--- src/rtl/mem_ctrl_pkg.sv ---
// Shared types and helpers for the two-port memory arbiter.
// Optional feature macro used by this slice: MEM_ARB_ROUND_ROBIN_EN.
package mem_ctrl_pkg;

    localparam int ADDR_W = 8;
    localparam int DATA_W = 32;

    typedef enum logic [1:0] {
        IDLE  = 2'd0,
        ISSUE = 2'd1,
        WAIT  = 2'd2,
        RESP  = 2'd3
    } arb_state_t;

    typedef struct packed {
        logic              write;
        logic [ADDR_W-1:0] addr;
        logic [DATA_W-1:0] wdata;
    } mem_req_t;

    // Word accesses only: any set low address bit is a misaligned request.
    function automatic logic is_misaligned(input logic [ADDR_W-1:0] addr);
        return (addr[1:0] != 2'b00);
    endfunction

endpackage

--- src/rtl/mem_arb_pick.sv ---
// Combinational grant selection for the two requesters.
// MEM_ARB_ROUND_ROBIN_EN defined: alternate on contention using the
// last-granted pointer. Undefined: port 1 (data) has fixed priority and
// no pointer input exists.
module mem_arb_pick
    import mem_ctrl_pkg::*;
(
    input  logic       valid0,
    input  logic       valid1,
`ifdef MEM_ARB_ROUND_ROBIN_EN
    input  logic       last1,
`endif
    output logic [1:0] grant
);

    // One-hot grant; never both bits set.
    always_comb begin
        grant = 2'b00;
`ifdef MEM_ARB_ROUND_ROBIN_EN
        if (valid0 && valid1) begin
            grant = last1 ? 2'b01 : 2'b10;
        end else if (valid1) begin
            grant = 2'b10;
        end else if (valid0) begin
            grant = 2'b01;
        end else begin
            grant = 2'b00;
        end
`else
        if (valid1) begin
            grant = 2'b10;
        end else if (valid0) begin
            grant = 2'b01;
        end else begin
            grant = 2'b00;
        end
`endif
    end

endmodule

--- src/rtl/mem_arbiter.sv ---
// Two-port arbiter/sequencer in front of the single-port word memory.
// One request at a time: IDLE -> ISSUE -> (WAIT) -> RESP, or IDLE -> RESP
// for misaligned requests. Macro: MEM_ARB_ROUND_ROBIN_EN selects
// round-robin arbitration instead of fixed port-1 priority.
module mem_arbiter
    import mem_ctrl_pkg::*;
#(
    parameter int RD_LAT = 0
) (
    input  logic              clock,
    input  logic              reset_n,
    input  logic              req0_valid,
    input  logic              req1_valid,
    input  logic              req0_write,
    input  logic              req1_write,
    input  logic [ADDR_W-1:0] req0_addr,
    input  logic [ADDR_W-1:0] req1_addr,
    input  logic [DATA_W-1:0] req0_wdata,
    input  logic [DATA_W-1:0] req1_wdata,
    output logic              req0_ready,
    output logic              req1_ready,
    output logic              resp0_valid,
    output logic              resp1_valid,
    output logic [DATA_W-1:0] resp0_rdata,
    output logic [DATA_W-1:0] resp1_rdata,
    output logic              resp0_err,
    output logic              resp1_err,
    output logic [ADDR_W-1:0] mem_addr,
    output logic              mem_read,
    output logic              mem_write,
    output logic [DATA_W-1:0] mem_wdata,
    input  logic [DATA_W-1:0] mem_rdata
);

    localparam logic [1:0] RD_LAT_C = 2'(RD_LAT);

    arb_state_t        state_r;
    arb_state_t        state_nxt_s;
    mem_req_t          req_r;
    mem_req_t          sel_req_s;
    logic              port_r;
    logic              sel_port_s;
    logic [1:0]        cnt_r;
    logic [1:0]        grant_s;
    logic              hs_s;
    logic              mis_s;
    logic              mem_read_r;
    logic              mem_write_r;
    logic              resp_port_s;
    logic              resp_err_s;
    logic [DATA_W-1:0] resp_rdata_s;
`ifdef MEM_ARB_ROUND_ROBIN_EN
    logic              last1_r;
`endif

    mem_arb_pick u_pick (
        .valid0 (req0_valid),
        .valid1 (req1_valid),
`ifdef MEM_ARB_ROUND_ROBIN_EN
        .last1  (last1_r),
`endif
        .grant  (grant_s)
    );

    // The request latch doubles as the memory address/data drivers.
    assign mem_addr  = req_r.addr;
    assign mem_wdata = req_r.wdata;
    assign mem_read  = mem_read_r;
    assign mem_write = mem_write_r;

    // Ready only in IDLE, only for the granted port, never during reset.
    always_comb begin
        req0_ready = 1'b0;
        req1_ready = 1'b0;
        if (reset_n && (state_r == IDLE)) begin
            req0_ready = grant_s[0];
            req1_ready = grant_s[1];
        end else begin
            req0_ready = 1'b0;
            req1_ready = 1'b0;
        end
    end

    // Handshake detection and selection of the granted request fields.
    always_comb begin
        hs_s       = (req0_valid && req0_ready) || (req1_valid && req1_ready);
        sel_port_s = grant_s[1];
        if (grant_s[1]) begin
            sel_req_s = '{write: req1_write, addr: req1_addr, wdata: req1_wdata};
        end else begin
            sel_req_s = '{write: req0_write, addr: req0_addr, wdata: req0_wdata};
        end
        mis_s = is_misaligned(sel_req_s.addr);
    end

    // Next-state decode.
    always_comb begin
        state_nxt_s = state_r;
        case (state_r)
            IDLE: begin
                if (hs_s) begin
                    state_nxt_s = mis_s ? RESP : ISSUE;
                end else begin
                    state_nxt_s = IDLE;
                end
            end
            ISSUE: begin
                if (req_r.write || (RD_LAT_C == 2'd0)) begin
                    state_nxt_s = RESP;
                end else begin
                    state_nxt_s = WAIT;
                end
            end
            WAIT: begin
                if (cnt_r <= 2'd1) begin
                    state_nxt_s = RESP;
                end else begin
                    state_nxt_s = WAIT;
                end
            end
            RESP:    state_nxt_s = IDLE;
            default: state_nxt_s = IDLE;
        endcase
    end

    // Response contents to register when RESP is entered; a misaligned
    // request goes straight from IDLE, so only that path carries err.
    always_comb begin
        resp_port_s  = port_r;
        resp_err_s   = 1'b0;
        resp_rdata_s = {DATA_W{1'b0}};
        if (state_r == IDLE) begin
            resp_port_s  = sel_port_s;
            resp_err_s   = mis_s;
            resp_rdata_s = {DATA_W{1'b0}};
        end else begin
            resp_port_s  = port_r;
            resp_err_s   = 1'b0;
            resp_rdata_s = req_r.write ? {DATA_W{1'b0}} : mem_rdata;
        end
    end

    // FSM state, request latch, wait counter, strobes and response pulse.
    always_ff @(posedge clock) begin
        if (!reset_n) begin
            state_r     <= IDLE;
            req_r       <= '{write: 1'b0, addr: {ADDR_W{1'b0}}, wdata: {DATA_W{1'b0}}};
            port_r      <= 1'b0;
            cnt_r       <= 2'd0;
            mem_read_r  <= 1'b0;
            mem_write_r <= 1'b0;
            resp0_valid <= 1'b0;
            resp1_valid <= 1'b0;
            resp0_rdata <= {DATA_W{1'b0}};
            resp1_rdata <= {DATA_W{1'b0}};
            resp0_err   <= 1'b0;
            resp1_err   <= 1'b0;
`ifdef MEM_ARB_ROUND_ROBIN_EN
            last1_r     <= 1'b1;
`endif
        end else begin
            state_r <= state_nxt_s;
            case (state_r)
                IDLE: begin
                    if (hs_s) begin
                        req_r       <= sel_req_s;
                        port_r      <= sel_port_s;
                        cnt_r       <= RD_LAT_C;
                        mem_write_r <= !mis_s && sel_req_s.write;
                        mem_read_r  <= !mis_s && !sel_req_s.write;
`ifdef MEM_ARB_ROUND_ROBIN_EN
                        last1_r     <= sel_port_s;
`endif
                    end else begin
                        mem_write_r <= 1'b0;
                        mem_read_r  <= 1'b0;
                    end
                end
                ISSUE: begin
                    mem_write_r <= 1'b0;
                    mem_read_r  <= !req_r.write && (RD_LAT_C != 2'd0);
                end
                WAIT: begin
                    cnt_r       <= cnt_r - 2'd1;
                    mem_write_r <= 1'b0;
                    mem_read_r  <= (cnt_r > 2'd1);
                end
                RESP: begin
                    mem_write_r <= 1'b0;
                    mem_read_r  <= 1'b0;
                end
                default: begin
                    mem_write_r <= 1'b0;
                    mem_read_r  <= 1'b0;
                end
            endcase
            if (state_nxt_s == RESP) begin
                resp0_valid <= !resp_port_s;
                resp1_valid <= resp_port_s;
                resp0_rdata <= resp_port_s ? {DATA_W{1'b0}} : resp_rdata_s;
                resp1_rdata <= resp_port_s ? resp_rdata_s : {DATA_W{1'b0}};
                resp0_err   <= !resp_port_s && resp_err_s;
                resp1_err   <= resp_port_s && resp_err_s;
            end else begin
                resp0_valid <= 1'b0;
                resp1_valid <= 1'b0;
                resp0_rdata <= {DATA_W{1'b0}};
                resp1_rdata <= {DATA_W{1'b0}};
                resp0_err   <= 1'b0;
                resp1_err   <= 1'b0;
            end
        end
    end

endmodule

--- config.mk ---
export PLATFORM = sky130hd
export DESIGN_NAME = mem_arbiter
export DESIGN_NICKNAME = d
export VERILOG_FILES = /design/src/rtl/mem_ctrl_pkg.sv /design/src/rtl/mem_arb_pick.sv /design/src/rtl/mem_arbiter.sv
export SDC_FILE = /design/constraint.sdc
export NUM_CORES = 1
export LEC_CHECK = 0
export CAP_MARGIN = 20
export CORE_UTILIZATION = 40
export DETAILED_ROUTE_END_ITERATION = 7
export PLACE_DENSITY = 0.81
export SLEW_MARGIN = 30
export SYNTH_ARGS = -nofsm -noshare
export SYNTH_HDL_FRONTEND = slang
export SYNTH_SLANG_ARGS = --single-unit
--- constraint.sdc ---
create_clock -name clock -period 5.42 [get_ports clock]
set_clock_uncertainty 0.05 [all_clocks]
set_input_delay 0.542 -clock clock [delete_from_list [all_inputs] [get_ports clock]]
set_output_delay 0.542 -clock clock [all_outputs]
set_load 0.01 [all_outputs]
* Yosys cells after proc, flatten, opt, wreduce, memory -nomap -nowiden
Cells that the tools add are included.
Operators by class: $add $sub $neg 1, order comparisons 2, equal/unequal tests 5, mux-type cells 19, bitwise gates (word level) 2, reductions and logical operators 21
Operator list (number):
- 32-bit two-way mux | 2
- 41-bit two-way mux | 1
- 1-bit two-way mux | 8
- 2-bit two-way mux | 4
- 2-bit case mux with 4 select lines | 1
- 1-bit logical AND | 7
- 2-bit equality test (second input constant) | 3
- 2-bit AND reduction | 3
- 3-bit OR reduction | 2
- 2-bit case mux with 2 select lines | 1
- 2-bit nonzero test | 2
- 1-bit logical NOT | 3
- 1-bit case mux with 3 select lines | 1
- 3-bit AND reduction | 1
- 2-bit by 1-bit equality test with 1-bit output (second input constant) | 1
- 2-bit by 1-bit greater-than comparator with 1-bit output (second input constant) | 1
- 2-bit by 1-bit <= comparator with 1-bit output (second input constant) | 1
- 2-bit logical NOT | 1
- 2-bit inequality test (second input constant) | 1
- 1-bit NOT | 2
- 1-bit case mux with 2 select lines | 1
- 2-bit OR reduction | 1
- 2-bit by 1-bit subtractor with 2-bit output (second input constant) | 1
- 1-bit logical OR | 1
Word-level totals: register bits after elaboration 116, input port bits 118, output and inout port bits 112, logic and storage cells 64

* Longest topological paths before layout
word-level depth 10, mapped depth 8, depth with buffers taken out 6

* By module
Synthesis repeated with hierarchy kept, for this count alone.
Second synthesis, totals: cells, all modules 469, area, all modules 4749.6 µm²
By module, submodules not included:
- mem_arbiter | instances 1, cells an instance 467, area each 4728.3 µm², seq. area each 2322.2 µm²
- mem_arb_pick | instances 1, cells an instance 2, area each 21.3 µm², seq. area each 0.0 µm²

* Worst setup path before layout
OpenSTA, ideal clock, no wires.
kind input to register, start input req1_valid, end register resp0_rdata[16], setup time 0.123 ns, arrival 1.568 ns, required time 5.247 ns, path slack 3.679 ns, stages on the path 7, buffers on the path 3, path through buf_4 > nor3_2 > a21oi_2 > a32oi_2 > buf_4 > buf_6 > nor3_2
Between the ends: longest elaborated chain between the ends 9, elaborated cells on any way between the ends 15, those cells by class 1 x eq/ne; 8 x mux; 1 x bitwise; 5 x reduce/logical
RTL lines:
- start: declaration | line mem_arbiter.sv:13 | input logic req1_valid,
- 2-bit two-way mux | line mem_arb_pick.sv:30 | if (valid1) begin
- 41-bit two-way mux / 1-bit two-way mux (equally long branches) | line mem_arbiter.sv:88, mem_arbiter.sv:75
- 2-bit nonzero test / 1-bit logical AND (equally long branches) | line mem_ctrl_pkg.sv:23, mem_arbiter.sv:86
- 2-bit two-way mux / 1-bit logical OR (equally long branches) | line mem_arbiter.sv:102, mem_arbiter.sv:86
- 2-bit two-way mux | line mem_arbiter.sv:101 | if (hs_s) begin
- 2-bit case mux with 4 select lines | line mem_arbiter.sv:99 | case (state_r)
- 2-bit equality test | line mem_arbiter.sv:197 | if (state_nxt_s == RESP) begin
- 1-bit NOT (no source line)
- 3-bit OR reduction (no source line) (*)
- end signal: assignment | line mem_arbiter.sv:154 | resp0_rdata <= {DATA_W{1'b0}};
- end signal: assignment | line mem_arbiter.sv:200 | resp0_rdata <= resp_port_s ? {DATA_W{1'b0}} : resp_rdata_s;
- end signal: assignment | line mem_arbiter.sv:207 | resp0_rdata <= {DATA_W{1'b0}};
- end: declaration | line mem_arbiter.sv:24 | output logic [DATA_W-1:0] resp0_rdata,
Mark *: on every way between the ends. The rest lies on a longest branch, timed or not. A chain may end at the register's enable or synchronous reset.

* Worst setup path in the final report
start input req1_valid, end output req1_ready
Between the ends: longest elaborated chain between the ends 2
RTL lines:
- 2-bit two-way mux | line mem_arb_pick.sv:30
- 1-bit two-way mux | line mem_arbiter.sv:75 | if (reset_n && (state_r == IDLE)) begin
- end: declaration | line mem_arbiter.sv:21 | output logic req1_ready,
Every way passes these cells.

==> run summary <==
outcome: complete, no violations
Tightest Pin Transition: 0.765 ns
register area: 2320 um^2
simple-gate share of the synthesized area: 18.0%
Diodes inserted: 0
Setup TNS: 0 ns
Critical Path RT: 4.83 ns
final setup fails: 0
via count: 3979
CP bufs+invs: 3
Final GP Congestion: 0.738
Worst VDD drop: 0.000193 V
Post-Synth Adder-Cell Area: 1.59%
mapped cell area: 4730 um^2
Die H: 111 um
max_slew headroom: 49.0%
CP delay by family, top: buffers and inverters
Buffers on Ports: 229
pre-CTS setup slack: 2.29 ns
FF-to-FF path depth: 7
Max Buffers Root-to-Sink: 2
gr usage total: 20.1%
worst path cell trace: buf_2 > buf_4 > and3_1 > clkdlybuf4s50_1
Nets: 769
post-layout minimum cycle time: 2.90 ns
io pins: 230
first-pass GRT wire length: 19400 um
CP max stage cell: clkdlybuf4s50_1
Starting Density: 41.3%
vias in the first global route: 3824
critical path depth: 4
Layout area overhead: 55.0%
total global routing overflow: 0
crit start category: input pin
row cnt: 39
#FFs+latches synth: 116
initial antenna violation count: 0
largest family of logic cells by synthesized area: simple AND/OR/NAND/NOR gates
number of gates resized after CTS: 0
Die ar.: 12300 um^2
H-tree levels: 4
most frequent cells in the layout: clkdlybuf4s50_1, dfxtp_1, nand2_1
Vias/cell: 4.97
PnR worst setup slack: 2.52 ns
max-slew violations: 0
Final Total Pwr: 2.48 mW
fillers: 912
compound-gate portion of the synthesized area: 11.1%
area of the multi-input gates: 1900 um^2
Top Usage Layer GRT: met2
residual DRC count: 0
CORE AREA: 11500 um^2
register area share after synthesis: 49.1%
Syn Inst Count: 470
grt met1 use: 22.7%
Final Hold Viols: 0
initial drt markers: 260
# hold bufs at CTS: 0
met3 Track Usage GR: 7.65%
total number of yosys warnings: 0
Crit Path Class: input pin to primary output
worst hold stages: 2
share of cells above drive strength 1: 9.73%
routed len/inst: 15.2 um
cts bufs inserted: 17
largest net degree at the start of global routing: 84
Setup Buffers After CTS: 0
Hold Path Class: register to register
CP max FO: 32
DR pass1 iterations: 7
post-synthesis mux area share: 9.15%
Synth Area in XOR/XNOR: 0%
crit-path max cell delay: 0.54 ns
final worst path period share: 53.5%
post-route ant nets: 0
Worst Path Arrival: 2.31 ns
distinct cell type count after synthesis: 37
Avg Inst Size Synth: 10.1 um^2
commonest non-fill, non-tap cell in the layout: clkdlybuf4s50_1
fmax: 345 MHz
CTS sink count: 116
Placed Instance Area: 6740 um^2
Pwr Density: 338 nW/um^2
CTS root buffer: clkbuf_16
Worst-Skew Late Latency: 0.40 ns
grt met2 use: 33.3%
Reg clk slew, reported paths: 0.05 ns
Syn Nets: 594
Die W: 111 um
routed wire length: 12100 um
fin area: 7330 um^2
max-cap violations: 0
TritonCTS clock tree: built
CP endpoint kind: primary output
Leak: 3.11 nW
HPWL after detailed placement: 8750 um
RSZ-0062 raised after global routing: false
Hold WS: 0.424 ns
## cell usage after synthesis, drive strengths merged
cell,count,area (um^2)
a32oi,2,25.0
o32ai,1,8.76
and3,1,6.26
and2,1,6.26
nand3b,1,7.51
nand3,1,5.00
o21bai,1,7.51
and3b,1,8.76
nand2b,2,12.5
nor3,60,380
mux2,2,22.5
clkbuf,14,52.6
buf,64,453
a21boi,4,30.0
nand4,3,18.8
mux2i,41,410
a21o,1,7.51
inv,5,18.8
nor2b,3,18.8
a31oi,2,12.5
a21oi,1,8.76
nor4b,4,41.3
o211a,41,410
o21a,1,7.51
nand2,80,300
ha,6,75.1
dfxtp,116,2320
o211ai,1,7.51
and4b,1,10.0
nor2,8,30.0
nor4,1,6.26
## worst reg2reg max path, stage by stage, from the launching register on
cell and delay [ns]:
dfxtp_1 0.33, inv_1 0.12, ha_1 0.40, o211a_2 0.30, buf_4 0.60, nand2_1 0.21
a21boi_0 0.18, and3b_1 0.23
## per-layer routing
| metal | wire length [um] | vias to the layer above |
|---|---|---|
| met5 | 0 | - |
| met4 | 188 | 0 |
| met3 | 1130 | 14 |
| met2 | 5790 | 186 |
| met1 | 5030 | 1840 |
| li1 | - | 1939 |
## area by class of cell
type                            instances  area share (%)
Clock inverter                         14            2.06
Tap cell                              143            2.44
Inverter                                5           0.256
Sequential cell                       116            31.7
Multi-Input combinational cell        271            26.0
Clock buffer                           18            5.99
Timing Repair Buffer                  234            31.6
## per-stage QoR
step / std cells / utilization (%)
floorplan: 470 / -
global placement: 769 / 58.8
detailed placement: 769 / 58.8
CTS: 801 / 64.0
global route: 801 / 64.0
finish: 801 / 64.0
## power by group
part	internal, mW	switching [mW]	total (mW)	leakage (nW)
registers	0.902	0.0258	0.928	0.944
clock network	0.692	0.406	1.10	0.287
logic	0.226	0.227	0.453	1.88
total	1.82	0.658	2.48	3.11
## kinds of logic after synthesis
logic type                 after synthesis
AOI/OAI and AO/OA                       55
buffers and inverters                   83
adders and majority gates                6
and+or+nand+nor                        167
muxes                                   43
DFF                                    116
## worst paths after layout
kind	start	end	slack (ns)
max	req1_valid	req1_ready	2.52
min	req_r[40]$_SDFFE_PN0P_	req_r[40]$_SDFFE_PN0P_	0.42
max reg2reg	state_r[0]$_SDFF_PN0_	resp1_err$_SDFF_PN0_	2.95
min reg2reg	req_r[40]$_SDFFE_PN0P_	req_r[40]$_SDFFE_PN0P_	0.42
## flip-flops by register name, indices dropped and copies added, names as in the netlist
signal / cells
req_r: 1
mem_wdata: 32
resp0_valid: 1
cnt_r: 2
mem_addr: 8
resp0_err: 1
state_r: 2
mem_read: 1
resp0_rdata: 32
resp1_err: 1
mem_write: 1
port_r: 1
resp1_valid: 1
resp1_rdata: 32
Note: power is estimated with default switching activity, not from simulation.
==> RTL edit 1, RTL diff (same flow settings) <==
Make the reset (`reset_n`) asynchronous in one clocked block.
--- a/src/rtl/mem_arbiter.sv
+++ b/src/rtl/mem_arbiter.sv
@@ -141,7 +141,7 @@
     end
 
     // FSM state, request latch, wait counter, strobes and response pulse.
-    always_ff @(posedge clock) begin
+    always_ff @(posedge clock or negedge reset_n) begin
         if (!reset_n) begin
             state_r     <= IDLE;
             req_r       <= '{write: 1'b0, addr: {ADDR_W{1'b0}}, wdata: {DATA_W{1'b0}}};
Behaviour: differs if reset_n is asserted again (counterexample within 4 cycles, from zero or initial values and one cycle with reset_n low); with reset_n held inactive, the same outputs for 10 cycles.
==> RTL edit 1 against the original RTL <==
- synthesized area up 7.8%
- cell area up 6.1%
- routed wire length up 10%
- sequential cell count unchanged
- highest routed layer unchanged
- critical path depth unchanged
- register-to-register slack worse by 0.18 ns
- via count down 1.5%
- worst setup slack better by 0.050 ns
Power is not compared: it rests on default switching activity, and its combinational part moved more than twofold at a synthesized area within 25%.
==> RTL edit 1: results (changes against the original RTL) <==
Status
  • Status: finished clean

Global routing
  • Grt met3 use: 0.119 (+0.0426)
  • Initial antenna violation count: 0 (unchanged)
  • GRT Total Usage: 0.214 (+0.0131)
  • Met2 global-route usage: 0.354 (+0.0213)
  • GRT met1 Usage: 0.222 (-0.00506)
  • First-pass GRT wire length: 20.8 mm (+7.2%)
  • Pin count of the biggest net entering global routing: 86 (+2.4%)
  • Vias in the first global route: 4178 (+9.3%)

Layout
  • Fin nets: 760 (-1.2%)
  • Layout fillers: 952 (+4.4%)
  • Ant diodes: 0 (unchanged)
  • Fraction of layout cells with a size suffix above 1: 0.132 (+0.0350)

Synth
  • Register area share after synthesis: 0.569 (+0.0784)
  • Post-Syn Nets: 575 (-3.2%)
  • Main synth FF type: dfrtp_1
  • Post-synth top cells: dfrtp_1 (116), nand2_1 (78), o21ai_1 (43)
  • Netlist cell types: 33 (-11%)
  • Ys async rst share: 1.00 (+1.00)
  • Area contributors post-synth: dfrtp_1 (57%), mux2i_1 (8.0%), nor3_2 (7.7%)

Setup path
  • Worst r2r src: state_r[1]
  • Crit path DAT: 2.26 ns (-0.05 ns)
  • Crit-path max cell delay: 0.60 ns (+0.06 ns)
  • Worst r2r path cells: 6 (-1)
  • CP Max Fanout: 11 (-66%)
  • Cell family with most CP delay: buffers and inverters
  • CP startpoint kind: flop

Placement
  • I/O Buffers: 229 (unchanged)
  • Routability cong.: 0.763 (+3.4%)
  • Detailed placement HPWL: 9.55 mm (+9.2%)
  • Worst slack, placed: 2.45 ns (+0.156 ns)
  • Area post-placement: 7210 µm² (+6.9%)

STA
  • Final Hold Violating Endpoints: 0 (unchanged)
  • Worst-Margin Slew: 0.907 ns (+0.143 ns)

Clock tree
  • CTS root buf: clkbuf_16
  • Deepest clock path buffer count: 2 (unchanged)
  • Worst-Skew Late Latency: 0.41 ns
  • CTS H-tree lvls: 4 (unchanged)

Routing
  • DR vias: 3921 (-1.5%)
  • Drt first pass iters: 4 (-3)
  • Initial DRC Count: 242 (-6.9%)
  • WL per Instance: 16.4 µm (+8.1%)

Power and ir drop
  • Switching part of the total power: 0.350

Min path
  • Hold Crit Class: input port to async pin
==> RTL edit 1: cell types whose count changed in the layout (fill, tap and decap cells not counted), sizes merged, moves of 6 or more <==
| cell | unedited run | this run |
|---|---|---|
| o211a | 41 | 1 |
| nor3 | 60 | 66 |
| o21ai | 0 | 43 |
| dfxtp | 116 | 0 |
| dfrtp | 0 | 116 |
==> RTL edit 1: cells by family after synthesis <==
logic type	synth area share
compound gates	0.0599
simple gates	0.180
flops	0.569
fa+ha+maj	0.0123
buf+inv	0.0962
mux	0.0827
==> RTL edit 1: path summary, 6_finish.rpt <==
| path | slack (ns) | to |
|---|---|---|
| hold / removal | 0.11 | state_r[1] |
| min in group clock | 0.43 | mem_wdata[28] |
| setup / recovery | 2.57 | req0_ready |
| hold reg to reg | 0.43 | mem_wdata[28] |
| max in group asynchronous | 3.92 | resp0_rdata[9] |
| setup reg to reg | 2.77 | resp1_rdata[21] |
==> RTL edit 1: routing by layer <==
layer / routed length [µm] / part of all wire / up-vias
met3: 1720 / 0.13 / 16
met1: 5050 / 0.38 / 1873
met2: 6400 / 0.48 / 176
met5: 0 / 0 / -
li1: - / - / 1856
met4: 229 / 0.017 / 0
==> RTL edit 1: area by class of cell <==
type,count,area [µm²],share of cell area
timing repair buffer,237,2340,0.301
tap,168,210,0.0270
sequential,116,2900,0.373
inverter,4,15.0,0.00193
multi-input combinational,261,1740,0.223
clock buffer,20,467,0.0599
clock inverter,12,106,0.0137
==> RTL edit 1: power by group through the flow <==
stage	Combinational, mW	Clock [mW]	Sequential (mW)
6_report	1.35	1.05	1.16
5_1_grt	1.47	1.12	1.19
4_1_cts	1.37	1.08	1.16
3_5_place_dp	1.36	0	1.18
3_3_place_gp	1.31	0	1.17
2_1_floorplan	0.907	0	1.17
==> RTL edit 1: per-stage QoR <==
stage	instances	hold slack (ns)	power (mW)	utilization
global route	818	0.141	3.78	0.638
floorplan	452	0.196	2.08	-
detailed placement	786	0.426	2.53	0.591
finish	818	0.108	3.56	0.638
CTS	818	0.115	3.61	0.638
global placement	786	0.414	2.48	0.591
==> RTL edit 2, RTL diff (config.mk and constraints unchanged) <==
Without the edit above. Change the package constant `ADDR_W` from 8 to 6.
--- a/src/rtl/mem_ctrl_pkg.sv
+++ b/src/rtl/mem_ctrl_pkg.sv
@@ -2,7 +2,7 @@
 // Optional feature macro used by this slice: MEM_ARB_ROUND_ROBIN_EN.
 package mem_ctrl_pkg;
 
-    localparam int ADDR_W = 8;
+    localparam int ADDR_W = 6;
     localparam int DATA_W = 32;
 
     typedef enum logic [1:0] {
Interface: changed (resized mem_addr, req0_addr and req1_addr); port bits go from 230 to 224. The function was not compared with the original's and may differ.
==> RTL edit 2 against the original RTL <==
- sequential share of layout area hardly changed
- routed wire length is 4.4% lower
- sequential cell count is 2 lower
- critical path depth stayed put
- critical path type is now flop to output pin
- synthesized area is 2.9% lower
- highest routed layer unchanged
- worst setup slack better by 0.21 ns
- cell area is 1.8% lower
- power is 1.6% higher
==> RTL edit 2: results (changes against the original RTL) <==
Status
  • Status: finished clean

Power and ir drop
  • Clk power: 1.17 mW (+6%)
  • Max IR drop VDD: 195 µV (+1.0%)
  • Seq pwr share: 0.361 (-0.013)

Synth
  • Compound-Gate Fraction of Synth Area: 0.108 (-0.00264)
  • Post-synth top cells: dfxtp_1 (114), nand2_1 (79), nor3_1 (48)
  • Synth Area in Adders: 0.0163 (+0.000480)
  • Area contributors post-synth: dfxtp_1 (50%), mux2i_1 (8.5%), o211a_1 (8.5%)
  • Top-area cell type share of the netlist area: 0.497 (+0.00612)
  • Post-Syn Nets: 581 (-2.2%)

Placement
  • Worst slack, placed: 2.53 ns (+0.238 ns)
  • Routability cong.: 0.768 (+4.1%)
  • Detailed placement HPWL: 8.24 mm (-5.8%)
  • I/O Buffers: 223 (-2.6%)

Min path
  • Hold EP: port_r
  • Hold Crit Start: port_r

Setup path
  • Critical Path Source: state_r[0]
  • Critical Path Sink: req0_ready
  • Crit path DAT: 2.10 ns (-0.21 ns)
  • Flop2flop setup slack: 3.06 ns (+0.11 ns)

STA
  • Crit path time final: 2.69 ns (-0.206 ns)

Routing
  • Initial DRC Count: 147 (-43%)
  • WL per Instance: 14.8 µm (-2.6%)
  • DR vias: 3893 (-2.2%)

Layout
  • Fin nets: 753 (-2.1%)
  • Buffers, non-clock: 228 (-2.6%)
  • Final non-clock buffer share: 0.314 (-0.00217)
  • Register share of the cell area: 0.317 (about the same)
  • Layout fillers: 872 (-4.4%)

Global routing
  • Vias in the first global route: 3831 (+0.18%)
  • GRT Total Usage: 0.199 (-0.00154)
  • First-pass GRT wire length: 18.0 mm (-7.2%)
  • Pin count of the biggest net entering global routing: 80 (-4.8%)
-- RTL edit 2: cell types whose count changed after synthesis, sizes merged --
cell,change
mux2i,-2
o211a,-2
nand4,+1
dfxtp,-2
and3b,-1
nand2,-1
buf,-6
nor4b,-4
clkbuf,+3
nor3,+3
nor2,+2
-- RTL edit 2: routing by layer --
metal	track usage	part of all wire	vias to the layer above	wire length [µm]
li1	-	-	1898	-
met1	0.217	0.40	1765	4590
met2	0.334	0.47	209	5470
met3	0.0789	0.11	21	1290
met4	0.0985	0.021	0	246
met5	0	0	-	0
-- RTL edit 2: per-stage QoR --
stage / util / total power [mW] / instance area, µm² / instances / hold WS [ns]
floorplan: - / 1.20 / 4590 / 461 / 0.392
global placement: 0.595 / 1.35 / 6570 / 754 / 0.401
detailed placement: 0.595 / 1.36 / 6570 / 754 / 0.416
CTS: 0.652 / 2.54 / 7200 / 786 / 0.427
global route: 0.653 / 2.63 / 7200 / 786 / 0.464
finish: 0.653 / 2.52 / 7200 / 786 / 0.427
